===== config.mk =====
export PLATFORM = sky130hd
export DESIGN_NAME = apb_uart_rx
export DESIGN_NICKNAME = d
export VERILOG_FILES = /design/src/rtl/apb_uart_pkg.sv /design/src/rtl/uart_rx_fifo.sv /design/src/rtl/apb_uart_rx.sv
export SDC_FILE = /design/constraint.sdc
export NUM_CORES = 1
export LEC_CHECK = 0
export BUFFER_PORTS_ARGS = -buffer_cell sky130_fd_sc_hd__buf_4
export CORE_MARGIN = 2
export CORE_UTILIZATION = 50
export CTS_CLUSTER_DIAMETER = 30
export DETAILED_ROUTE_END_ITERATION = 10
export PLACE_DENSITY = 0.75
export REMOVE_ABC_BUFFERS = 1
export SETUP_SLACK_MARGIN = 0.4
export SLEW_MARGIN = 25
export SYNTH_ARGS = -nofsm -noshare
export SYNTH_HDL_FRONTEND = slang
export SYNTH_HIERARCHICAL = 1
export SYNTH_SLANG_ARGS = --single-unit

===== constraint.sdc =====
create_clock -name clk -period 2.83 [get_ports clk]
set_clock_uncertainty 0.05 [all_clocks]
set_input_delay 0.566 -clock clk [delete_from_list [all_inputs] [get_ports clk]]
set_output_delay 0.566 -clock clk [all_outputs]
set_load 0.1 [all_outputs]

===== src/rtl/apb_uart_pkg.sv =====
// Shared definitions for the APB UART blocks: receiver FSM encoding,
// register offsets and STATUS bit positions.
package apb_uart_pkg;

    typedef enum logic [1:0] {
        ST_IDLE  = 2'd0,
        ST_START = 2'd1,
        ST_DATA  = 2'd2,
        ST_STOP  = 2'd3
    } uart_state_e;

    localparam logic REG_RXDATA = 1'b0;
    localparam logic REG_STATUS = 1'b1;

    localparam int STAT_NOT_EMPTY = 0;
    localparam int STAT_FULL      = 1;
    localparam int STAT_OVR       = 2;
    localparam int STAT_FERR      = 3;

endpackage


===== src/rtl/uart_rx_fifo.sv =====
// Receive FIFO with wrap-bit pointers; a push while full is accepted only
// when a pop happens in the same cycle.
module uart_rx_fifo #(
    parameter int WIDTH = 8,
    parameter int DEPTH = 8
) (
    input  logic             clk,
    input  logic             reset,
    input  logic             push,
    input  logic [WIDTH-1:0] push_data,
    input  logic             pop,
    output logic [WIDTH-1:0] head_data,
    output logic             full,
    output logic             empty
);
    localparam int AW = $clog2(DEPTH);
    localparam logic [AW:0] PTR_ONE = (AW + 1)'(1);

    logic [WIDTH-1:0] mem_q [DEPTH];
    logic [AW:0]      wr_ptr_q, wr_ptr_d;
    logic [AW:0]      rd_ptr_q, rd_ptr_d;
    logic             do_push;
    logic             do_pop;

    assign empty   = (wr_ptr_q == rd_ptr_q);
    assign full    = (wr_ptr_q[AW] != rd_ptr_q[AW]) &&
                     (wr_ptr_q[AW-1:0] == rd_ptr_q[AW-1:0]);
    assign do_pop  = pop & ~empty;
    assign do_push = push & (~full | do_pop);

    assign head_data = mem_q[rd_ptr_q[AW-1:0]];
    assign wr_ptr_d  = do_push ? wr_ptr_q + PTR_ONE : wr_ptr_q;
    assign rd_ptr_d  = do_pop  ? rd_ptr_q + PTR_ONE : rd_ptr_q;

    always_ff @(posedge clk or negedge reset) begin
        if (!reset) begin
            wr_ptr_q <= '0;
            rd_ptr_q <= '0;
        end else begin
            wr_ptr_q <= wr_ptr_d;
            rd_ptr_q <= rd_ptr_d;
        end
    end

    // When full, the written slot is the head being popped this same cycle.
    always_ff @(posedge clk) begin
        if (do_push) begin
            mem_q[wr_ptr_q[AW-1:0]] <= push_data;
        end
    end

endmodule


===== src/rtl/apb_uart_rx.sv =====
// 8N1 UART receiver with an APB slave exposing RXDATA (pop on read) and
// STATUS (sticky FERR/OVR, write-one-to-clear).
//
// state | meaning
// IDLE  | waiting for a synchronized falling edge
// START | timing to mid start bit, rejecting glitches
// DATA  | sampling 8 data bits LSB first at mid-bit
// STOP  | sampling stop bit; push byte or flag framing error
module apb_uart_rx
    import apb_uart_pkg::*;
#(
    parameter int BUS_WIDTH    = 16,
    parameter int CLKS_PER_BIT = 434,
    parameter int FIFO_DEPTH   = 8
) (
    input  logic                 clk,
    input  logic                 reset,
    input  logic [BUS_WIDTH-1:0] S_PADDR,
    input  logic                 S_PWRITE,
    input  logic                 S_PSELx,
    input  logic                 S_PENABLE,
    input  logic [BUS_WIDTH-1:0] S_PWDATA,
    output logic [BUS_WIDTH-1:0] S_PRDATA,
    output logic                 S_PREADY,
    input  logic                 rx_wire,
    output logic                 rx_irq
);
    localparam int CNT_W = $clog2(CLKS_PER_BIT);
    localparam logic [CNT_W-1:0] CNT_HALF = CNT_W'(CLKS_PER_BIT / 2);
    localparam logic [CNT_W-1:0] CNT_LAST = CNT_W'(CLKS_PER_BIT - 1);
    localparam logic [CNT_W-1:0] CNT_ONE  = CNT_W'(1);

    logic              rx_s1_q, rx_s2_q, rx_prev_q;
    logic              rx_line, rx_fall;
    uart_state_e       state_q, state_d;
    logic [CNT_W-1:0]  cnt_q, cnt_d;
    logic [2:0]        idx_q, idx_d;
    logic [7:0]        shift_q, shift_d;
    logic              byte_done, frame_err;
    logic              fifo_pop, fifo_full, fifo_empty;
    logic [7:0]        fifo_head;
    logic              ferr_q, ferr_d, ovr_q, ovr_d, irq_q;
    logic              apb_access, rd_access, stat_wr, ovr_set;
    logic [BUS_WIDTH-1:0] status_word, prdata;
    logic              unused_bus;

    assign rx_line = rx_s2_q;
    assign rx_fall = rx_prev_q & ~rx_s2_q;

    always_ff @(posedge clk or negedge reset) begin
        if (!reset) begin
            rx_s1_q   <= 1'b1;
            rx_s2_q   <= 1'b1;
            rx_prev_q <= 1'b1;
        end else begin
            rx_s1_q   <= rx_wire;
            rx_s2_q   <= rx_s1_q;
            rx_prev_q <= rx_s2_q;
        end
    end

    always_ff @(posedge clk or negedge reset) begin
        if (!reset) begin
            state_q <= ST_IDLE;
            cnt_q   <= '0;
            idx_q   <= '0;
            shift_q <= '0;
        end else begin
            state_q <= state_d;
            cnt_q   <= cnt_d;
            idx_q   <= idx_d;
            shift_q <= shift_d;
        end
    end

    always_comb begin
        state_d = state_q;
        case (state_q)
            ST_IDLE:  if (rx_fall) state_d = ST_START;
            ST_START: if (cnt_q == CNT_HALF) state_d = rx_line ? ST_IDLE : ST_DATA;
            ST_DATA:  if (cnt_q == CNT_LAST && idx_q == 3'd7) state_d = ST_STOP;
            ST_STOP:  if (cnt_q == CNT_LAST) state_d = ST_IDLE;
            default:  state_d = ST_IDLE;
        endcase
    end

    always_comb begin
        cnt_d     = cnt_q + CNT_ONE;
        idx_d     = idx_q;
        shift_d   = shift_q;
        byte_done = 1'b0;
        frame_err = 1'b0;
        case (state_q)
            ST_IDLE: begin
                cnt_d = '0;
                idx_d = '0;
            end
            ST_START: begin
                if (cnt_q == CNT_HALF) cnt_d = '0;
            end
            ST_DATA: begin
                if (cnt_q == CNT_LAST) begin
                    cnt_d   = '0;
                    idx_d   = idx_q + 3'd1;
                    shift_d = {rx_line, shift_q[7:1]};
                end
            end
            ST_STOP: begin
                if (cnt_q == CNT_LAST) begin
                    cnt_d     = '0;
                    byte_done = rx_line;
                    frame_err = ~rx_line;
                end
            end
            default: cnt_d = '0;
        endcase
    end

    uart_rx_fifo #(
        .WIDTH (8),
        .DEPTH (FIFO_DEPTH)
    ) u_fifo (
        .clk       (clk),
        .reset     (reset),
        .push      (byte_done),
        .push_data (shift_q),
        .pop       (fifo_pop),
        .head_data (fifo_head),
        .full      (fifo_full),
        .empty     (fifo_empty)
    );

    assign apb_access = S_PSELx & S_PENABLE;
    assign rd_access  = apb_access & ~S_PWRITE;
    assign stat_wr    = apb_access & S_PWRITE & (S_PADDR[0] == REG_STATUS);
    assign fifo_pop   = rd_access & (S_PADDR[0] == REG_RXDATA) & ~fifo_empty;
    assign ovr_set    = byte_done & fifo_full & ~fifo_pop;

    // Set beats clear when both land in the same cycle.
    assign ferr_d = frame_err | (ferr_q & ~(stat_wr & S_PWDATA[STAT_FERR]));
    assign ovr_d  = ovr_set   | (ovr_q  & ~(stat_wr & S_PWDATA[STAT_OVR]));

    always_ff @(posedge clk or negedge reset) begin
        if (!reset) begin
            ferr_q <= 1'b0;
            ovr_q  <= 1'b0;
            irq_q  <= 1'b0;
        end else begin
            ferr_q <= ferr_d;
            ovr_q  <= ovr_d;
            irq_q  <= ~fifo_empty;
        end
    end

    always_comb begin
        status_word                 = '0;
        status_word[STAT_NOT_EMPTY] = ~fifo_empty;
        status_word[STAT_FULL]      = fifo_full;
        status_word[STAT_OVR]       = ovr_q;
        status_word[STAT_FERR]      = ferr_q;
    end

    always_comb begin
        prdata = '0;
        if (reset && S_PSELx) begin
            if (S_PADDR[0] == REG_RXDATA) begin
                if (!fifo_empty) prdata[7:0] = fifo_head;
            end else begin
                prdata = status_word;
            end
        end
    end

    assign S_PRDATA = prdata;
    assign S_PREADY = reset & apb_access;
    assign rx_irq   = irq_q;

    assign unused_bus = ^{S_PADDR[BUS_WIDTH-1:1], S_PWDATA[BUS_WIDTH-1:4], S_PWDATA[1:0]};

endmodule

==> results.sh, run 1 <==
export IMPL_status="finished, final reports clean"
export IMPL_cp_end_kind="output port"
export IMPL_layout_drive_gt1_share_pct=38.5
export IMPL_wirelength_um=8300
export IMPL_overflow=0
export IMPL_hold_path_class="input pin to async pin"
export IMPL_rrSetupSlack_ps=360
export IMPL_switchingPower_mw=1.14
export IMPL_grt_max_degree=36
export IMPL_seq_area_um2=2830
export IMPL_ys_ff_latch=100
export IMPL_clock_fmax_mhz=357
export IMPL_hold_viol=0
export IMPL_grt_usage_pct=17.6
export IMPL_cp_arrival_ps=2190
export IMPL_drt_iter0_markers=152
export IMPL_synth_area_top_cells="edfxtp_1 42%, dfrtp_1 18%, mux4_1 4.6%"
export IMPL_synth_ff_type="edfxtp_1"
export IMPL_viasPerCell=5.81
export IMPL_clock_sinks=100
export IMPL_r2r_end="u_fifo/mem_q[5][0]"
export IMPL_synth_cell_types=56
export IMPL_tightestPinTransition_ps=566
export IMPL_ys_warn_count=6
export IMPL_critPathKind="flop to output port"
export IMPL_num_vias=2640
export IMPL_grt_pass1_vias=2638
export IMPL_detail_route_antenna_nets=0
export IMPL_p_leak_nw=2.15
export IMPL_grt_first_pass_wirelength_um=13500
export IMPL_row_count=35
export IMPL_clk_latency_ps=360
export IMPL_ir_drop_mv=0.316
export IMPL_synth_cells=294
export IMPL_r2r_start="u_fifo/rd_ptr_q[0]"
export IMPL_fin_util_pct=59.0
export IMPL_syn_area_um2=4610
export IMPL_io_buffers=18
export IMPL_drc=0
export IMPL_cts_tree="done"
export IMPL_p_comb_share_pct=27.9
export IMPL_pwr_share_clk_pct=24.6
export IMPL_drv_slew=0
export IMPL_place_congestion=0.785
export IMPL_cp_slowest_cell="mux4_2"
export IMPL_initial_core_util_pct=50.6
export IMPL_p_seq_share_pct=47.6
export IMPL_multi_input_area_um2=1690
export IMPL_cts_root_buf="clkbuf_8"
export IMPL_finalNetCount=382
export IMPL_first_pass_iters=4
export IMPL_switching_share_pct=31.2
export IMPL_period_needed_ps=2800
export IMPL_post_synth_top_area_cell="edfxtp_1"
export IMPL_synth_edf_count=64
export IMPL_antenna_found_initial=0
export IMPL_p_int_mw=2.53
export IMPL_reg2reg_depth=10
export IMPL_final_cell_mix="64 x edfxtp_1, 33 x buf_4, 32 x dfrtp_1"
export IMPL_path_max_fanout=8
export IMPL_final_common_cell="edfxtp_1"
export IMPL_n_fill_cell=669
export IMPL_syn_area_per_cell_um2=15.7
export IMPL_synth_top_area_share_pct=41.7
export IMPL_place_hpwl_um=5390
export IMPL_period_share_pct=99.1
export IMPL_p_per_area_nw_per_um2=683
export IMPL_dieArea_um2=10000
export IMPL_grt_setup_unrepaired="yes"
export IMPL_startpoint="u_fifo/rd_ptr_q[0]"
export IMPL_ios=56
export IMPL_yosysSeqAreaShare_pct=61.3
export IMPL_setup_viol=0
export IMPL_hold_slack_ps=226
export IMPL_maxSlewHeadroom_pct=61.8
export IMPL_n_antenna_cell=0
export IMPL_cp_cell_sequence="buf_12, buf_16, mux4_2, mux2_4, a22oi_2, nor2_1, buf_6"
export IMPL_fin_tns_setup_ps=0
export IMPL_slowest_delay_ps=490
export IMPL_cts_made_buffers=9
export IMPL_core_um2=9110
export IMPL_start_kind="flop"
export IMPL_worstPathRequired_ps=2210
export IMPL_fp_dieW_um=100
export IMPL_dieHeight_um=100
export IMPL_synthToLayoutAreaGrowth_pct=16.5
export IMPL_path_clk_slew_ps=90
export IMPL_cap_violations=0
export IMPL_async_flop_share_pct=36.0
export IMPL_critPathCapture="S_PRDATA[3]"
export IMPL_cts_htree_levels=3
export IMPL_cts_buffer_depth=2
export IMPL_routedWlPerCell_um=18.3
==> critical path, delay by kind of cell (launching register included) <==
family	cells	cell delay, ps
DFF	1	420
and+or+nand+nor	1	70
AOI/OAI and AO/OA	1	140
muxes	2	760
buffers and inverters	3	440
==> registers in the layout, summed over array words and instances (netlist names), 3 cells and up, named ones only <==
| register | cells |
|---|---|
| u_fifo/mem_q | 64 |
| cnt_q | 9 |
| shift_q | 8 |
| u_fifo/rd_ptr_q | 4 |
| u_fifo/wr_ptr_q | 4 |
| idx_q | 3 |
==> stage by stage <==
step	cell area [um2]	instances	power, mW	setup WS, ps
global placement	4880	426	2.55	306
finish	5370	454	3.67	25.0
floorplan	4450	279	2.32	-1550
CTS	5280	449	3.65	9.88
detailed placement	4880	426	2.58	260
global route	5370	454	3.85	-44.2
==> synth_stat cells (all sizes together), types with 2 or more instances <==
library cell / instances
edfxtp: 64
dfrtp: 33
buf: 19
mux2: 18
mux4: 17
nand2: 15
nor2: 13
o21ai: 9
xnor2: 9
nand3: 8
a22oi: 7
inv: 7
a21oi: 6
and3: 6
ha: 6
nand4: 6
nor3: 6
o211ai: 4
o31ai: 4
or3: 4
clkbuf: 3
dfstp: 3
nor4: 3
o311ai: 3
xor2: 3
nand4b: 2
or4bb: 2
==> worst min-delay path by stage <==
stage / start / end / cells past startpoint
global route: rx_wire / rx_s1_q / 1
global placement: rx_s1_q / rx_line / 0
floorplan: reset / async pin / 0
finish: reset / u_fifo/rd_ptr_q[2] / 2
CTS: reset / u_fifo/rd_ptr_q[2] / 2
detailed placement: rx_s1_q / rx_line / 0
==> area by class of cell <==
cell class | count | share of cell area [%]
multi-input cells | 172 | 31.5
well taps | 111 | 2.58
inverters | 7 | 0.489
flip-flops and latches | 100 | 52.6
repair buffers | 48 | 9.06
clock inverters | 6 | 1.35
clock buffers | 10 | 2.37
==> routing by layer <==
| metal | vias to the layer above | wire, um | global-route usage, % | part of all wire, % |
|---|---|---|---|---|
| li1 | 1219 | - | - | - |
| met1 | 1342 | 3510 | 23.3 | 42 |
| met2 | 73 | 4380 | 29.5 | 53 |
| met3 | 6 | 333 | 3.62 | 4.0 |
| met4 | 0 | 76 | 5.48 | 0.92 |
| met5 | - | 0 | 0 | 0 |
==> cells by family (layout without fill, tap and decap cells) <==
logic type,after synthesis,count (layout),share of synthesized area [%]
AOI/OAI and AO/OA,36,36,6.29
xor gates and xnor gates,12,12,2.60
adders and majority gates,6,6,1.63
buffers and inverters,29,71,4.66
DFF,100,100,61.3
muxes,35,35,14.0
other,1,8,0.0813
and+or+nand+nor,75,75,9.47
==> timing repair <==
action	in CTS	in global routing
hold buffers	1	0
setup endpoints to repair	57	74
setup buffers	5	5
pin swaps	1	5
resized for setup	41	15
hold endpoints to repair	1	0
cloned	1	0
==> power by group through the flow <==
stage | registers (mW) | clock network, mW | logic (mW)
2_1_floorplan | 1.84 | 0 | 0.477
6_report | 1.75 | 0.902 | 1.02
3_5_place_dp | 1.76 | 0 | 0.815
3_3_place_gp | 1.76 | 0 | 0.790
4_1_cts | 1.74 | 0.931 | 0.972
5_1_grt | 1.76 | 0.992 | 1.10
Power figures use the tool's default switching activity.
==> run 2, diff against run 1 <==
RECOVER_POWER = 25   (was default)
==> results.sh, run 2 (synthesized netlist as in run 1, its figures left out) <==
export IMPL_finalNetCount=382
export IMPL_dieArea_um2=10000
export IMPL_initial_core_util_pct=50.6
export IMPL_p_per_area_nw_per_um2=684
export IMPL_busiest_layer="met2"
export IMPL_final_common_cell="edfxtp_1"
export IMPL_layout_drive_gt1_share_pct=37.6
export IMPL_grtUsageMet2_pct=29.5
export IMPL_use_met1_pct=23.3
export IMPL_grt_usage_pct=17.6
export IMPL_start_kind="flop"
export IMPL_status="finished, violations left"
export IMPL_viasPerCell=5.83
export IMPL_first_pass_iters=4
export IMPL_tightestPinTransition_ps=1910
export IMPL_fp_dieW_um=100
export IMPL_cp_end_kind="output port"
export IMPL_core_um2=9110
export IMPL_place_hpwl_um=5390
export IMPL_synthToLayoutAreaGrowth_pct=16.3
export IMPL_reg2reg_depth=10
export IMPL_period_share_pct=99.1
export IMPL_clock_sinks=100
export IMPL_cts_buffer_depth=2
export IMPL_grt_pass1_vias=2638
export IMPL_drv_slew=36
export IMPL_detail_route_antenna_nets=0
export IMPL_final_cell_mix="64 x edfxtp_1, 32 x dfrtp_1, 30 x buf_4"
export IMPL_grt_max_degree=36
export IMPL_rrSetupSlack_ps=350
export IMPL_drc=0
export IMPL_hold_viol=0
export IMPL_clk_latency_ps=360
export IMPL_p_leak_nw=2.14
export IMPL_routedWlPerCell_um=18.3
export IMPL_path_clk_slew_ps=90
export IMPL_wirelength_um=8320
export IMPL_grt_first_pass_wirelength_um=13500
export IMPL_setup_viol=0
export IMPL_n_antenna_cell=0
export IMPL_violations="max-capacitance violations, max-slew violations"
export IMPL_dieHeight_um=100
export IMPL_antenna_found_initial=0
export IMPL_total_power_mw=3.67
export IMPL_cp_arrival_ps=2190
export IMPL_hold_path_class="input pin to flop"
export IMPL_place_congestion=0.785
export IMPL_cts_root_buf="clkbuf_8"
export IMPL_drt_iter0_markers=154
export IMPL_io_buffers=18
export IMPL_grt_setup_unrepaired="yes"
export IMPL_instances_no_fill=454
export IMPL_clock_fmax_mhz=357
export IMPL_cts_htree_levels=3
export IMPL_critPathKind="flop to output port"
export IMPL_period_needed_ps=2800
export IMPL_cap_violations=1
export IMPL_num_vias=2647
export IMPL_ir_drop_mv=0.316
export IMPL_maxSlewHeadroom_pct=-27.1
export IMPL_n_fill_cell=673
export IMPL_cts_tree="done"
export IMPL_grt_met3_usage_pct=3.62
export IMPL_post_place_cells=426
export IMPL_largest_register_ffs=64
export IMPL_overflow=0
export IMPL_ios=56
export IMPL_cts_made_buffers=9
export IMPL_path_max_fanout=8
export IMPL_hold_path_cell_count=1
export IMPL_row_count=35
export IMPL_worstPathRequired_ps=2210
[run 2: final cells by class]
| class | instances | area (um2) | share of cell area (%) |
|---|---|---|---|
| timing repair buffer | 48 | 479 | 8.93 |
| multi-input combinational | 172 | 1690 | 31.6 |
| tap | 111 | 139 | 2.59 |
| sequential | 100 | 2830 | 52.7 |
| clock buffer | 10 | 128 | 2.38 |
| clock inverter | 6 | 72.6 | 1.35 |
| inverter | 7 | 26.3 | 0.490 |
[run 2: routing by layer]
metal / vias to the layer above / part of all wire, %
met3: 9 / 3.7
met2: 58 / 52
li1: 1220 / -
met5: - / 0
met4: 0 / 1.3
met1: 1360 / 43
[run 2: where the power goes]
group	internal [mW]	total, mW	switching (mW)
combinational	0.485	1.02	0.537
sequential	1.62	1.75	0.125
clock	0.419	0.900	0.481
[run 2: final timing paths]
path,startpoint,endpoint
max in group asynchronous,reset,u_fifo/rd_ptr_q[0]
max reg2reg,u_fifo/rd_ptr_q[0],u_fifo/mem_q[5][0]
min reg2reg,rx_s1_q,rx_line
min,rx_wire,rx_s1_q
max,u_fifo/rd_ptr_q[0],S_PRDATA[3]
min in group asynchronous,reset,rx_irq
[run 2: timing repair]
item,in CTS,in global routing
pin swaps,1,5
setup endpoints to repair,57,74
hold buffers,1,0
gates cloned,1,0
buffers inserted,5,5
endpoints found under the hold margin,1,0
gates resized for setup,41,15
[run 2: per-stage QoR]
step	instance area, um2	utilization, %	setup slack [ps]	hold slack, ps	TNS [ps]
6_report	5370	58.9	26.7	266	0
5_1_grt	5370	58.9	-44.2	239	-192
4_1_cts	5280	57.9	9.88	236	0
3_5_place_dp	4880	53.6	260	302	0
3_3_place_gp	4880	53.6	306	298	0
2_1_floorplan	4450	-	-1550	220	-89120
[run 2: worst max-delay path, stage by stage (launching register included)]
cell	delay (ps)
dfrtp_2	420
buf_12	120
buf_16	140
mux4_2	490
mux2_4	270
a22oi_2	140
nor2_1	70
buf_6	180
